[src/rtl/cpu16_pkg.sv]
// Shared constants and types for the 16-bit processor's sequential multiply unit.
package cpu16_pkg;

    localparam int DATA_W = 16;
    localparam int REG_AW = 3;
    localparam int MUL_CNT_W = $clog2(DATA_W);

    typedef enum logic [1:0] {
        IDLE = 2'd0,
        RUN  = 2'd1,
        DONE = 2'd2
    } mul_state_t;

endpackage

[src/rtl/mul_seq_datapath.sv]
// Operand/accumulator registers and one-bit-per-cycle shift-add step; product and
// destination address registered at the capture strobe (optional sign fix-up under MUL_SIGNED_EN).
module mul_seq_datapath
    import cpu16_pkg::*;
#(
    parameter int DATA_W_P = DATA_W,
    parameter int REG_AW_P = REG_AW
) (
    input  logic                    clk,
    input  logic                    rstn,
    input  logic                    load,
    input  logic                    step,
    input  logic                    capture,
    input  logic [DATA_W_P-1:0]     src_a,
    input  logic [DATA_W_P-1:0]     src_b,
    input  logic [REG_AW_P-1:0]     rd_addr,
    output logic [2*DATA_W_P-1:0]   product,
    output logic [REG_AW_P-1:0]     wr_addr
);

    logic [DATA_W_P-1:0]   a_reg;
    logic [DATA_W_P-1:0]   b_reg;
    logic [DATA_W_P-1:0]   acc_hi;
    logic [REG_AW_P-1:0]   rd_lat;
    logic [DATA_W_P:0]     sum;
    logic [2*DATA_W_P-1:0] raw_next;
    logic [DATA_W_P-1:0]   a_in;
    logic [DATA_W_P-1:0]   b_in;
    logic [2*DATA_W_P-1:0] prod_fixed;

`ifdef MUL_SIGNED_EN
    logic sign_reg;
    assign a_in = src_a[DATA_W_P-1] ? (DATA_W_P'(0) - src_a) : src_a;
    assign b_in = src_b[DATA_W_P-1] ? (DATA_W_P'(0) - src_b) : src_b;
    assign prod_fixed = sign_reg ? ((2*DATA_W_P)'(0) - raw_next) : raw_next;

    always_ff @(posedge clk or negedge rstn) begin
        if (!rstn)
            sign_reg <= 1'b0;
        else if (load)
            sign_reg <= src_a[DATA_W_P-1] ^ src_b[DATA_W_P-1];
    end
`else
    assign a_in = src_a;
    assign b_in = src_b;
    assign prod_fixed = raw_next;
`endif

    // Carry kept in the DATA_W+1-bit sum; the final step's shifted value is the raw product.
    assign sum      = {1'b0, acc_hi} + (b_reg[0] ? {1'b0, a_reg} : '0);
    assign raw_next = {sum, b_reg[DATA_W_P-1:1]};

    always_ff @(posedge clk or negedge rstn) begin
        if (!rstn) begin
            a_reg   <= '0;
            b_reg   <= '0;
            acc_hi  <= '0;
            rd_lat  <= '0;
            product <= '0;
            wr_addr <= '0;
        end else begin
            if (load) begin
                a_reg  <= a_in;
                b_reg  <= b_in;
                acc_hi <= '0;
                rd_lat <= rd_addr;
            end else if (step) begin
                acc_hi <= sum[DATA_W_P:1];
                b_reg  <= {sum[0], b_reg[DATA_W_P-1:1]};
            end
            if (capture) begin
                product <= prod_fixed;
                wr_addr <= rd_lat;
            end
        end
    end

endmodule

[src/rtl/mul_seq_unit.sv]
// Multi-cycle shift-add multiplier: stalls fetch while running, then one-cycle done/write strobe.
// Done arrives DATA_W+1 cycles after launch; back-to-back launch accepted in DONE. MUL_SIGNED_EN enables two's complement.
module mul_seq_unit
    import cpu16_pkg::*;
#(
    parameter int DATA_W_P = DATA_W,
    parameter int REG_AW_P = REG_AW
) (
    input  logic                    clk,
    input  logic                    rstn,
    input  logic                    mul_start,
    input  logic [DATA_W_P-1:0]     src_a,
    input  logic [DATA_W_P-1:0]     src_b,
    input  logic [REG_AW_P-1:0]     rd_addr,
    output logic                    mul_stall,
    output logic                    mul_done,
    output logic [2*DATA_W_P-1:0]   product,
    output logic                    wr_en,
    output logic [REG_AW_P-1:0]     wr_addr
);

    localparam int CNT_W = $clog2(DATA_W_P);
    localparam logic [CNT_W-1:0] CNT_LAST = CNT_W'(DATA_W_P - 1);

    mul_state_t       state, state_nxt;
    logic [CNT_W-1:0] cnt, cnt_nxt;
    logic             load, step, capture;

    always_ff @(posedge clk or negedge rstn) begin
        if (!rstn) begin
            state <= IDLE;
            cnt   <= '0;
        end else begin
            state <= state_nxt;
            cnt   <= cnt_nxt;
        end
    end

    always_comb begin
        state_nxt = state;
        cnt_nxt   = cnt;
        load      = 1'b0;
        step      = 1'b0;
        capture   = 1'b0;
        mul_stall = 1'b0;
        mul_done  = 1'b0;
        unique case (state)
            IDLE: begin
                if (mul_start) begin
                    load      = 1'b1;
                    mul_stall = 1'b1;
                    cnt_nxt   = '0;
                    state_nxt = RUN;
                end
            end
            RUN: begin
                // A new mul_start here is deliberately ignored; operands stay latched.
                mul_stall = 1'b1;
                step      = 1'b1;
                if (cnt == CNT_LAST) begin
                    capture   = 1'b1;
                    cnt_nxt   = '0;
                    state_nxt = DONE;
                end else begin
                    cnt_nxt = cnt + 1'b1;
                end
            end
            DONE: begin
                mul_done = 1'b1;
                if (mul_start) begin
                    load      = 1'b1;
                    cnt_nxt   = '0;
                    state_nxt = RUN;
                end else begin
                    state_nxt = IDLE;
                end
            end
            default: state_nxt = IDLE;
        endcase
    end

    assign wr_en = mul_done;

    mul_seq_datapath #(
        .DATA_W_P (DATA_W_P),
        .REG_AW_P (REG_AW_P)
    ) u_datapath (
        .clk     (clk),
        .rstn    (rstn),
        .load    (load),
        .step    (step),
        .capture (capture),
        .src_a   (src_a),
        .src_b   (src_b),
        .rd_addr (rd_addr),
        .product (product),
        .wr_addr (wr_addr)
    );

endmodule

[config.mk]
export PLATFORM = sky130hd
export DESIGN_NAME = mul_seq_unit
export DESIGN_NICKNAME = d
export VERILOG_FILES = /design/src/rtl/cpu16_pkg.sv /design/src/rtl/mul_seq_datapath.sv /design/src/rtl/mul_seq_unit.sv
export SDC_FILE = /design/constraint.sdc
export NUM_CORES = 1
export LEC_CHECK = 0
export BUFFER_PORTS_ARGS = -buffer_cell sky130_fd_sc_hd__buf_2
export CAP_MARGIN = 20
export CORE_MARGIN = 5
export CORE_UTILIZATION = 55
export DETAILED_ROUTE_END_ITERATION = 8
export HOLD_SLACK_MARGIN = 0.03
export PLACE_DENSITY = 0.79
export SETUP_SLACK_MARGIN = 0.05
export SYNTH_ARGS = -nofsm -noshare
export SYNTH_HDL_FRONTEND = slang
export SYNTH_SLANG_ARGS = --single-unit
[constraint.sdc]
create_clock -name clk -period 6.4 [get_ports clk]
set_input_delay 1.28 -clock clk [delete_from_list [all_inputs] [get_ports clk]]
set_output_delay 1.28 -clock clk [all_outputs]
set_load 0.1 [all_outputs]
==> out/metrics.yaml <==
seq_area_frac_synth_pct: 51.7
die_width_um: 100
grt.total_usage_pct: 20.3
hpwl_um: 6500
wirelength_um: 9640
largest_register: "u_datapath.product"
maxCapViolCount: 0
numPortBuffers: 75
post_cts_resized: 0
nFillCells: 657
status: "complete, no violations"
die_y_um: 100
cpMaxStageDelayCell: "buf_2"
pin_count: 76
synth.avg_cell_area_um2: 9.11
htreeDepth: 3
finalSetupViolations: 0
avgRoutedWirePerCell_um: 14.7
synth_top_area_share_pct: 51.7
grt_pass1_vias: 3554
ys_types: 45
routed-via-count: 3631
final_max_slew_viol_count: 0
drive_above_1_share_pct: 20.5
cp-start-kind: "primary input"
cts_made_buffers: 9
postCtsHoldBufs: 0
fin_ws_ns: 3.19
rows: 32
fin_crit_ns: 3.21
synth_nets: 545
async_flop_share_pct: 100
syn_area_um2: 4460
critPathMaxFanout: 3
antenna_found_initial: 0
critPathKind: "primary input to primary output"
avgViaCountPerCell: 5.52
rsz0062_at_grt: "no"
synth_area_leaders: "dfrtp_1, nand2_1, ha_1, a22o_1, and2_1"
die-area_um2: 10000
synth_flop_cell: "dfrtp_1"
area_delta_synth_final_pct: 15.1
cp_data_arrival_time_ns: 1.93
tns_ns: 0
finalCritPeriodShare_pct: 50.2
ys_ff_latch: 92
clock_sinks: 92
max_freq_ghz: 0.311
gp_congestion: 0.873
path_delay_family: "buffers and inverters"
tritoncts: "done"
clockBufferDepth: 2
initial_core_util_pct: 57.1
hp-class: "flip-flop to flip-flop"
hold_viol_final: 0
critical_path_required_ns: 5.12
grt-ovfl-total: 0
tightest_slew_ns: 0.968
crit_chain: "buf_2 -> nor2_1 -> nor2_1 -> buf_2"
fin_skew_ns: 0.0151
n_antenna_cell: 0
synth_cells: 489
cts_setup_buffers: 0
worst-path-buf-inv: 2
drt_iter0_drc: 199
yosysWarnings: 0
nets: 607
drc: 0
cts_root_buf: "clkbuf_8"
core_area_um2: 7810
synth_edf_count: 0
clk_pin_slew_ns: 0.08
maxSlewHeadroom_pct: 35.1
grt_pass1_wl_um: 16400
slowest_delay_ns: 0.43
final_util_pct: 65.7
synth_top_cell_by_area: "dfrtp_1"
dr.pass1.iters: 5
dpl_worst_slack_ns: 3.19
endpoint_kind: "primary output"
largest_register_ffs: 32
grt_max_degree: 61
worstSkewPairLatency_ns: 0.36
ant_nets: 0
cell usage in the layout, fill, tap and decap left out, drive strengths merged, types with 7 or more instances in the layout:
master    n
nand2   179
nand4     7
a22o     13
clkbuf   10
a21oi    13
mux2      8
o21ai    15
nor2     27
a31oi    16
ha       17
inv       8
dfrtp    92
and2     17
buf      77
per-layer routing:
metal | vias up | track usage [%] | routed length (um)
met5 | - | 0 | 0
met4 | 0 | 5.91 | 116
met3 | 8 | 3.27 | 543
met2 | 96 | 33.4 | 4490
met1 | 1774 | 28.0 | 4490
li1 | 1753 | - | -
worst paths after layout:
| path | start | end | slack, ns | cells past startpoint |
|---|---|---|---|---|
| max | mul_start | mul_stall | 3.19 | 4 |
| min | u_datapath.a_reg[2]$_DFFE_PN0P_ | u_datapath.a_reg[2]$_DFFE_PN0P_ | 0.47 | 2 |
| max reg2reg | u_datapath.b_reg[0]$_DFFE_PN0P_ | u_datapath.product[27]$_DFFE_PN0P_ | 3.53 | 9 |
| min reg2reg | u_datapath.a_reg[2]$_DFFE_PN0P_ | u_datapath.a_reg[2]$_DFFE_PN0P_ | 0.47 | 2 |
| max in group asynchronous | rstn | u_datapath.acc_hi[7]$_DFFE_PN0P_ | 4.45 | 2 |
| min in group asynchronous | rstn | u_datapath.acc_hi[9]$_DFFE_PN0P_ | 0.85 | 1 |
cell families (layout without fill, tap and decap cells):
group | Yosys count | count (layout) | share of synthesized area [%]
AO/OA/AOI/OAI | 82 | 82 | 12.7
XOR/XNOR | 10 | 10 | 1.97
adder cells (fa/ha/maj) | 18 | 18 | 5.22
buffers and inverters | 31 | 98 | 2.84
flip-flops | 92 | 92 | 51.7
multiplexers | 9 | 9 | 2.25
AND/OR/NAND/NOR | 247 | 247 | 23.3
cells in the mapped netlist (2+ instances only):
| master | count |
|---|---|
| nand2_1 | 178 |
| a21oi_1 | 12 |
| dfrtp_1 | 92 |
| xnor2_1 | 6 |
| a22o_1 | 13 |
| a21o_1 | 4 |
| xor2_1 | 4 |
| o21a_1 | 3 |
| buf_2 | 5 |
| nand4_1 | 6 |
| and2_1 | 17 |
| a211oi_1 | 3 |
| ha_1 | 17 |
| clkbuf_1 | 18 |
| a31oi_1 | 16 |
| buf_1 | 2 |
| o21bai_1 | 5 |
| o21ai_0 | 14 |
| nor2b_1 | 5 |
| nand3_1 | 4 |
| and3_1 | 2 |
| a22oi_1 | 3 |
| inv_1 | 4 |
| nand2b_1 | 2 |
| or3_1 | 2 |
| nor2_1 | 26 |
| mux2_2 | 8 |
metrics by stage:
| step | instances | hold WS, ns | cell area (um^2) |
|---|---|---|---|
| 2_1_floorplan | 489 | 0.437 | 4460 |
| 3_3_place_gp | 642 | 0.452 | 4880 |
| 3_5_place_dp | 642 | 0.456 | 4880 |
| 4_1_cts | 658 | 0.477 | 5130 |
| 5_1_grt | 658 | 0.495 | 5130 |
| 6_report | 658 | 0.472 | 5130 |
area by class of cell:
| cell class | count | area (um^2) | area share, % |
|---|---|---|---|
| Timing Repair Buffer | 77 | 393 | 7.66 |
| Tap cell | 102 | 128 | 2.49 |
| Clock inverter | 6 | 116 | 2.27 |
| Sequential cell | 92 | 2300 | 44.9 |
| Multi-Input combinational cell | 366 | 2030 | 39.7 |
| Inverter | 5 | 18.8 | 0.366 |
| Clock buffer | 10 | 138 | 2.68 |
worst min-delay path, stage by stage, from the launching register on:
cell and delay, ns:
dfrtp_1 0.34, nand2_1 0.05, nand2_1 0.05
Power is not shown: default switching activity piles up to over one toggle a cycle in this logic, so the estimate is an artifact.
